### src/rtl/pipeline_hazard_ctrl.sv
// rtl/pipeline_hazard_ctrl.sv - stall/flush sequencer for the 5-stage pipeline (option: PIPE_PERF_CNT_EN)
module pipeline_hazard_ctrl #(
  parameter int MEM_TIMEOUT = 16
) (
  input  logic        clk,
  input  logic        rst_n,
  input  logic [4:0]  id_rs,
  input  logic [4:0]  id_rt,
  input  logic        id_uses_rt,
  input  logic        ex_mem_read,
  input  logic [4:0]  ex_rd,
  input  logic        mem_branch_taken,
  input  logic        mem_access,
  input  logic        mem_overflow,
  input  logic        dmem_ready,
  output logic        pc_write,
  output logic [1:0]  pc_sel,
  output logic        if_id_write,
  output logic        id_ex_write,
  output logic        ex_mem_write,
  output logic        if_id_flush,
  output logic        id_ex_flush,
  output logic        ex_mem_flush,
  output logic        mem_wb_flush,
  output logic        epc_write,
  output logic [1:0]  cause,
  output logic [31:0] stall_cycles
);

  typedef enum logic [1:0] {RUN, MEM_WAIT, TRAP} state_t;

  // Control word: {pc_write, pc_sel, if_id/id_ex/ex_mem write, if_id/id_ex/ex_mem/mem_wb flush, epc_write}
  localparam logic [10:0] CTL_DEFAULT  = {1'b1, 2'b00, 3'b111, 4'b0000, 1'b0};
  localparam logic [10:0] CTL_FREEZE   = {1'b0, 2'b00, 3'b000, 4'b0001, 1'b0};
  localparam logic [10:0] CTL_BRANCH   = {1'b1, 2'b01, 3'b111, 4'b1110, 1'b0};
  localparam logic [10:0] CTL_LOAD_USE = {1'b0, 2'b00, 3'b011, 4'b0100, 1'b0};
  localparam logic [10:0] CTL_TRAP     = {1'b1, 2'b10, 3'b111, 4'b1111, 1'b1};
  localparam logic [7:0]  WAIT_LAST    = 8'(MEM_TIMEOUT - 1);

  state_t      state;
  logic [7:0]  wait_cnt;
  logic [1:0]  cause_q;
  logic [10:0] ctl;
  logic        load_use;
  logic        mem_stall;

  assign load_use  = ex_mem_read && (ex_rd != 5'd0) &&
                     ((ex_rd == id_rs) || (id_uses_rt && (ex_rd == id_rt)));
  assign mem_stall = mem_access && !dmem_ready;

  // Decode the control word from current state and hazard inputs
  always_comb begin
    ctl = CTL_DEFAULT;
    case (state)
      RUN: begin
        if (mem_overflow)          ctl = CTL_FREEZE;
        else if (mem_stall)        ctl = CTL_FREEZE;
        else if (mem_branch_taken) ctl = CTL_BRANCH;
        else if (load_use)         ctl = CTL_LOAD_USE;
      end
      MEM_WAIT: if (!dmem_ready) ctl = CTL_FREEZE;
      TRAP:     ctl = CTL_TRAP;
      default:  ctl = CTL_DEFAULT;
    endcase
  end

  // Outputs are forced low while reset is held
  assign {pc_write, pc_sel, if_id_write, id_ex_write, ex_mem_write,
          if_id_flush, id_ex_flush, ex_mem_flush, mem_wb_flush, epc_write} = rst_n ? ctl : 11'd0;
  assign cause = cause_q;

  // Sequence memory waits, timeouts and traps; latch the trap cause
  always_ff @(posedge clk or negedge rst_n) begin
    if (!rst_n) begin
      state    <= RUN;
      wait_cnt <= 8'd0;
      cause_q  <= 2'b00;
    end else begin
      case (state)
        RUN: begin
          if (mem_overflow) begin
            state   <= TRAP;
            cause_q <= 2'b01;
          end else if (mem_stall) begin
            state    <= MEM_WAIT;
            wait_cnt <= 8'd1;
          end
        end
        MEM_WAIT: begin
          if (dmem_ready) begin
            state    <= RUN;
            wait_cnt <= 8'd0;
          end else if (wait_cnt == WAIT_LAST) begin
            state    <= TRAP;
            cause_q  <= 2'b10;
            wait_cnt <= 8'd0;
          end else begin
            wait_cnt <= wait_cnt + 8'd1;
          end
        end
        TRAP:    state <= RUN;
        default: state <= RUN;
      endcase
    end
  end

`ifdef PIPE_PERF_CNT_EN
  logic [31:0] stall_q;

  // Count cycles with the PC held, saturating at all-ones
  always_ff @(posedge clk or negedge rst_n) begin
    if (!rst_n) stall_q <= 32'd0;
    else if (!ctl[10] && (stall_q != 32'hFFFF_FFFF)) stall_q <= stall_q + 32'd1;
  end

  assign stall_cycles = stall_q;
`else
  assign stall_cycles = 32'd0;
`endif

endmodule

### config.mk
export PLATFORM = sky130hd
export DESIGN_NAME = pipeline_hazard_ctrl
export DESIGN_NICKNAME = d
export VERILOG_FILES = /design/src/rtl/pipeline_hazard_ctrl.sv
export SDC_FILE = /design/constraint.sdc
export NUM_CORES = 1
export LEC_CHECK = 0
export CAP_MARGIN = 40
export CORE_UTILIZATION = 38
export DETAILED_ROUTE_END_ITERATION = 6
export MAX_ROUTING_LAYER = met4
export PLACE_DENSITY_LB_ADDON = 0.08
export SETUP_SLACK_MARGIN = 0.05
export SYNTH_ARGS = -nofsm -noshare
export SYNTH_HDL_FRONTEND = slang
export SYNTH_SLANG_ARGS = --single-unit
### constraint.sdc
create_clock -name clk -period 2.4 [get_ports clk]
set_clock_uncertainty 0.15 [all_clocks]
set_input_delay 0.48 -clock clk [delete_from_list [all_inputs] [get_ports clk]]
set_output_delay 0.48 -clock clk [all_outputs]
set_load 0.005 [all_outputs]
==> flow_summary.toml, run 1 <==
[detailed_routing]
routed_wirelength_um = 2490
vias_per_cell = 4.71
wire_per_inst_um = 11.2
drt.antenna.violating_nets = 0
drc = 3
vias = 1051
drtIter0Drc = 27
drt-pass1-iter-count = 6

[power_and_ir_drop]
p_sw_frac = 0.308
p_total_uw = 610
p_leak_uw = 0.000792
power_density_nw_per_um2 = 384
seq_power_share = 0.384
max-vdd-ir-drop_mv = 0.227
power_switching_uw = 188
combPwrFrac = 0.345
intPower_uw = 422
pwr-share-clk = 0.270

[outcome]
failed_checks = "DRC"
status = "finished with violations"

[cts]
clk_path_buf_depth = 2
worstSkewPairLatency_ps = 280
numCtsBuffers = 3
ctsHoldBuffers = 0
cts_max_level = 1
cts_sinks = 12
cts_tree = "built"
cts_root_buf = "clkbuf_4"
clkTransAtPathRegs_ps = 80

[yosys]
synth_area_per_cell_sq_um = 8.34
ys.flop_type = "dfrtp_1"
synth_commonest_cells = "buf_4, dfrtp_1, xnor2_1, a21oi_1, nor2_1"
seq_area_frac_synth = 0.254
synth.largest_area_cell = "dfrtp_1"
syn_inst = 142
synth-seq-cells = 12
synth_edf_count = 0
async_flop_share = 1.00
synth_cell_type_count = 43
synth.most_common_cell = "buf_4"
netlist_top_cells_area = "dfrtp_1, buf_4, xnor2_1, a21oi_1, nor2_1"
synthesis.area_sq_um = 1180
synth_top_area_frac = 0.254
ys_warn_count = 0

[final_layout]
drive_gt1_frac = 0.219
fillers = 268
area_delta_synth_final_pct = 34.4
diodes = 0
fin_nets = 217

[worst_hold_path]
hold_path_class = "in2async"

[timing]
finalCriticalPeriod_ps = 2300
fin_crit_sh = 0.960
tns_ps = 0
fmax_ghz = 0.434
timing.final.ws_setup_ps = 95.5
finalHoldViolCount = 0
setup_violations = 0
slew_violations = 0
grt_setup_unrepaired = "true"

[placed_design]
dpl_worst_slack_ps = -582
hpwl_um = 1980
portBuffers = 35
place.gp.congestion = 0.864

[grt]
grt_max_degree = 15
grt_util_met1 = 0.204
grt_pass1_wl_um = 4170
grt.total_usage = 0.163
use_met2 = 0.269
grt-ovfl-total = 0
grt_pass1_vias = 983
met3_usage = 0.0402
antenna_found_initial = 0
top_usage_layer = "met2"

[floorplan]
row_count = 19
die_h_um = 57.8
dieWidth_um = 57.8
initial_core_util = 0.415
core_sq_um = 2850
dieArea_sq_um = 3340
io_pins = 68

[worst_setup_path]
rr_startpoint = "wait_cnt[4]"
reg2reg_slack_ps = 660
crit_path_end_kind = "output port"
arrival_ps = 1670
cp-startpoint = "ex_rd[3]"
r2r_end = "cause[0]"
worstRegToRegCells = 4
critPathRequiredTime_ps = 1770
critPathLaunchType = "primary input"
crit_fanout = 2
critPathCapture = "id_ex_flush"
criticalPathCategory = "in2out"

[flow_run]
maxCapViolCount = 0
[sequential cells by signal, summed over array words and instances, names as in the netlist]
| register | cells |
|---|---|
| cause | 2 |
| state | 2 |
| wait_cnt | 8 |
[how the worst min path moves through the flow]
stage / slack (ps) / start / depth (start not counted) / end
floorplan: 30 / rst_n / 0 / cause[0]
global placement: 350 / cause[0] / 1 / cause[0]
detailed placement: 360 / cause[0] / 1 / cause[0]
CTS: 110 / rst_n / 2 / state[0]
global route: 110 / rst_n / 2 / state[0]
finish: 100 / rst_n / 2 / state[0]
[through the flow]
stage          hold WS (ps)  cells  instance area (sq um)  utilization
2_1_floorplan          34.4    173                   1300            -
3_3_place_gp            352    216                   1520        0.534
3_5_place_dp            362    216                   1520        0.534
4_1_cts                 111    223                   1570        0.550
5_1_grt                 113    223                   1590        0.557
6_report                102    223                   1590        0.557
[metal layers]
layer,vias to the layer above,part of all wire
met1,480,0.45
met4,0,0.0060
li1,518,-
met3,2,0.062
met2,51,0.48
met5,-,0
[cells by family (layout without fill, tap and decap cells)]
kind of cell               count (synthesis)  in the layout  synth area share
adders and majority gates                  1              1            0.0106
muxes                                      1              1           0.00846
buffers and inverters                     46             65             0.271
DFF                                       12             12             0.254
other                                      1             32           0.00317
AOI/OAI and AO/OA                         26             26             0.152
and+or+nand+nor                           42             42             0.205
xor gates and xnor gates                  13             13            0.0962
[repair_timing]
| item | 4_1_cts | 5_1_grt |
|---|---|---|
| hold endpoints to repair | 0 | 0 |
| setup buffers | 3 | 1 |
| pin swaps | 5 | 5 |
| setup endpoints to repair | 11 | 6 |
| resized for setup | 42 | 5 |
[worst max-delay path, stage by stage]
cell and delay (ps):
clkdlybuf4s15_1 180, or4_1 470, o21a_1 200, a31o_2 220
buf_2 120
[layout make-up]
| class | count | area, sq um | share of cell area |
|---|---|---|---|
| multi-input cells | 115 | 713 | 0.448 |
| flip-flops and latches | 12 | 300 | 0.189 |
| inverters | 5 | 18.8 | 0.0118 |
| repair buffers | 56 | 483 | 0.304 |
| clock buffers | 4 | 36.3 | 0.0228 |
| well taps | 31 | 38.8 | 0.0244 |
[layout by cell type (no fill, tap or decap), types with 2 or more instances in the layout]
master           count
dfrtp_1             12
and2_1               4
nand2_1              7
a22o_2               2
or3_1                2
nand4_1              2
o21a_1               2
conb_1              32
or4_1                3
clkdlybuf4s50_1     14
nand2b_1             2
nor2_1               8
xnor2_1             10
dlygate4sd2_1       13
a21oi_1              9
o31ai_1              2
clkbuf_4             3
buf_4               19
xor2_1               3
buf_2                5
nand3_1              4
dlymetal6s2s_1       2
inv_1                4
[power by group through the flow]
stage               Clock [uW]  Sequential (uW)  Combinational (uW)
finish                     165              235                 211
global route               178              237                 234
CTS                        169              233                 208
detailed placement           0              238                 214
global placement             0              236                 212
floorplan                    0              230                 151
(Power assumes the default switching activity.)
==> run 2: changes to the inputs <==
--- a/config.mk
+++ b/config.mk
@@ -5,6 +5,7 @@
 export SDC_FILE = /design/constraint.sdc
 export NUM_CORES = 1
 export LEC_CHECK = 0
+export ABC_CLOCK_PERIOD_IN_PS = 2400
 export CAP_MARGIN = 40
 export CORE_UTILIZATION = 38
 export DETAILED_ROUTE_END_ITERATION = 6
==> results of run 2 <==
Final layout, timing and power as in run 1 (identical DEF).
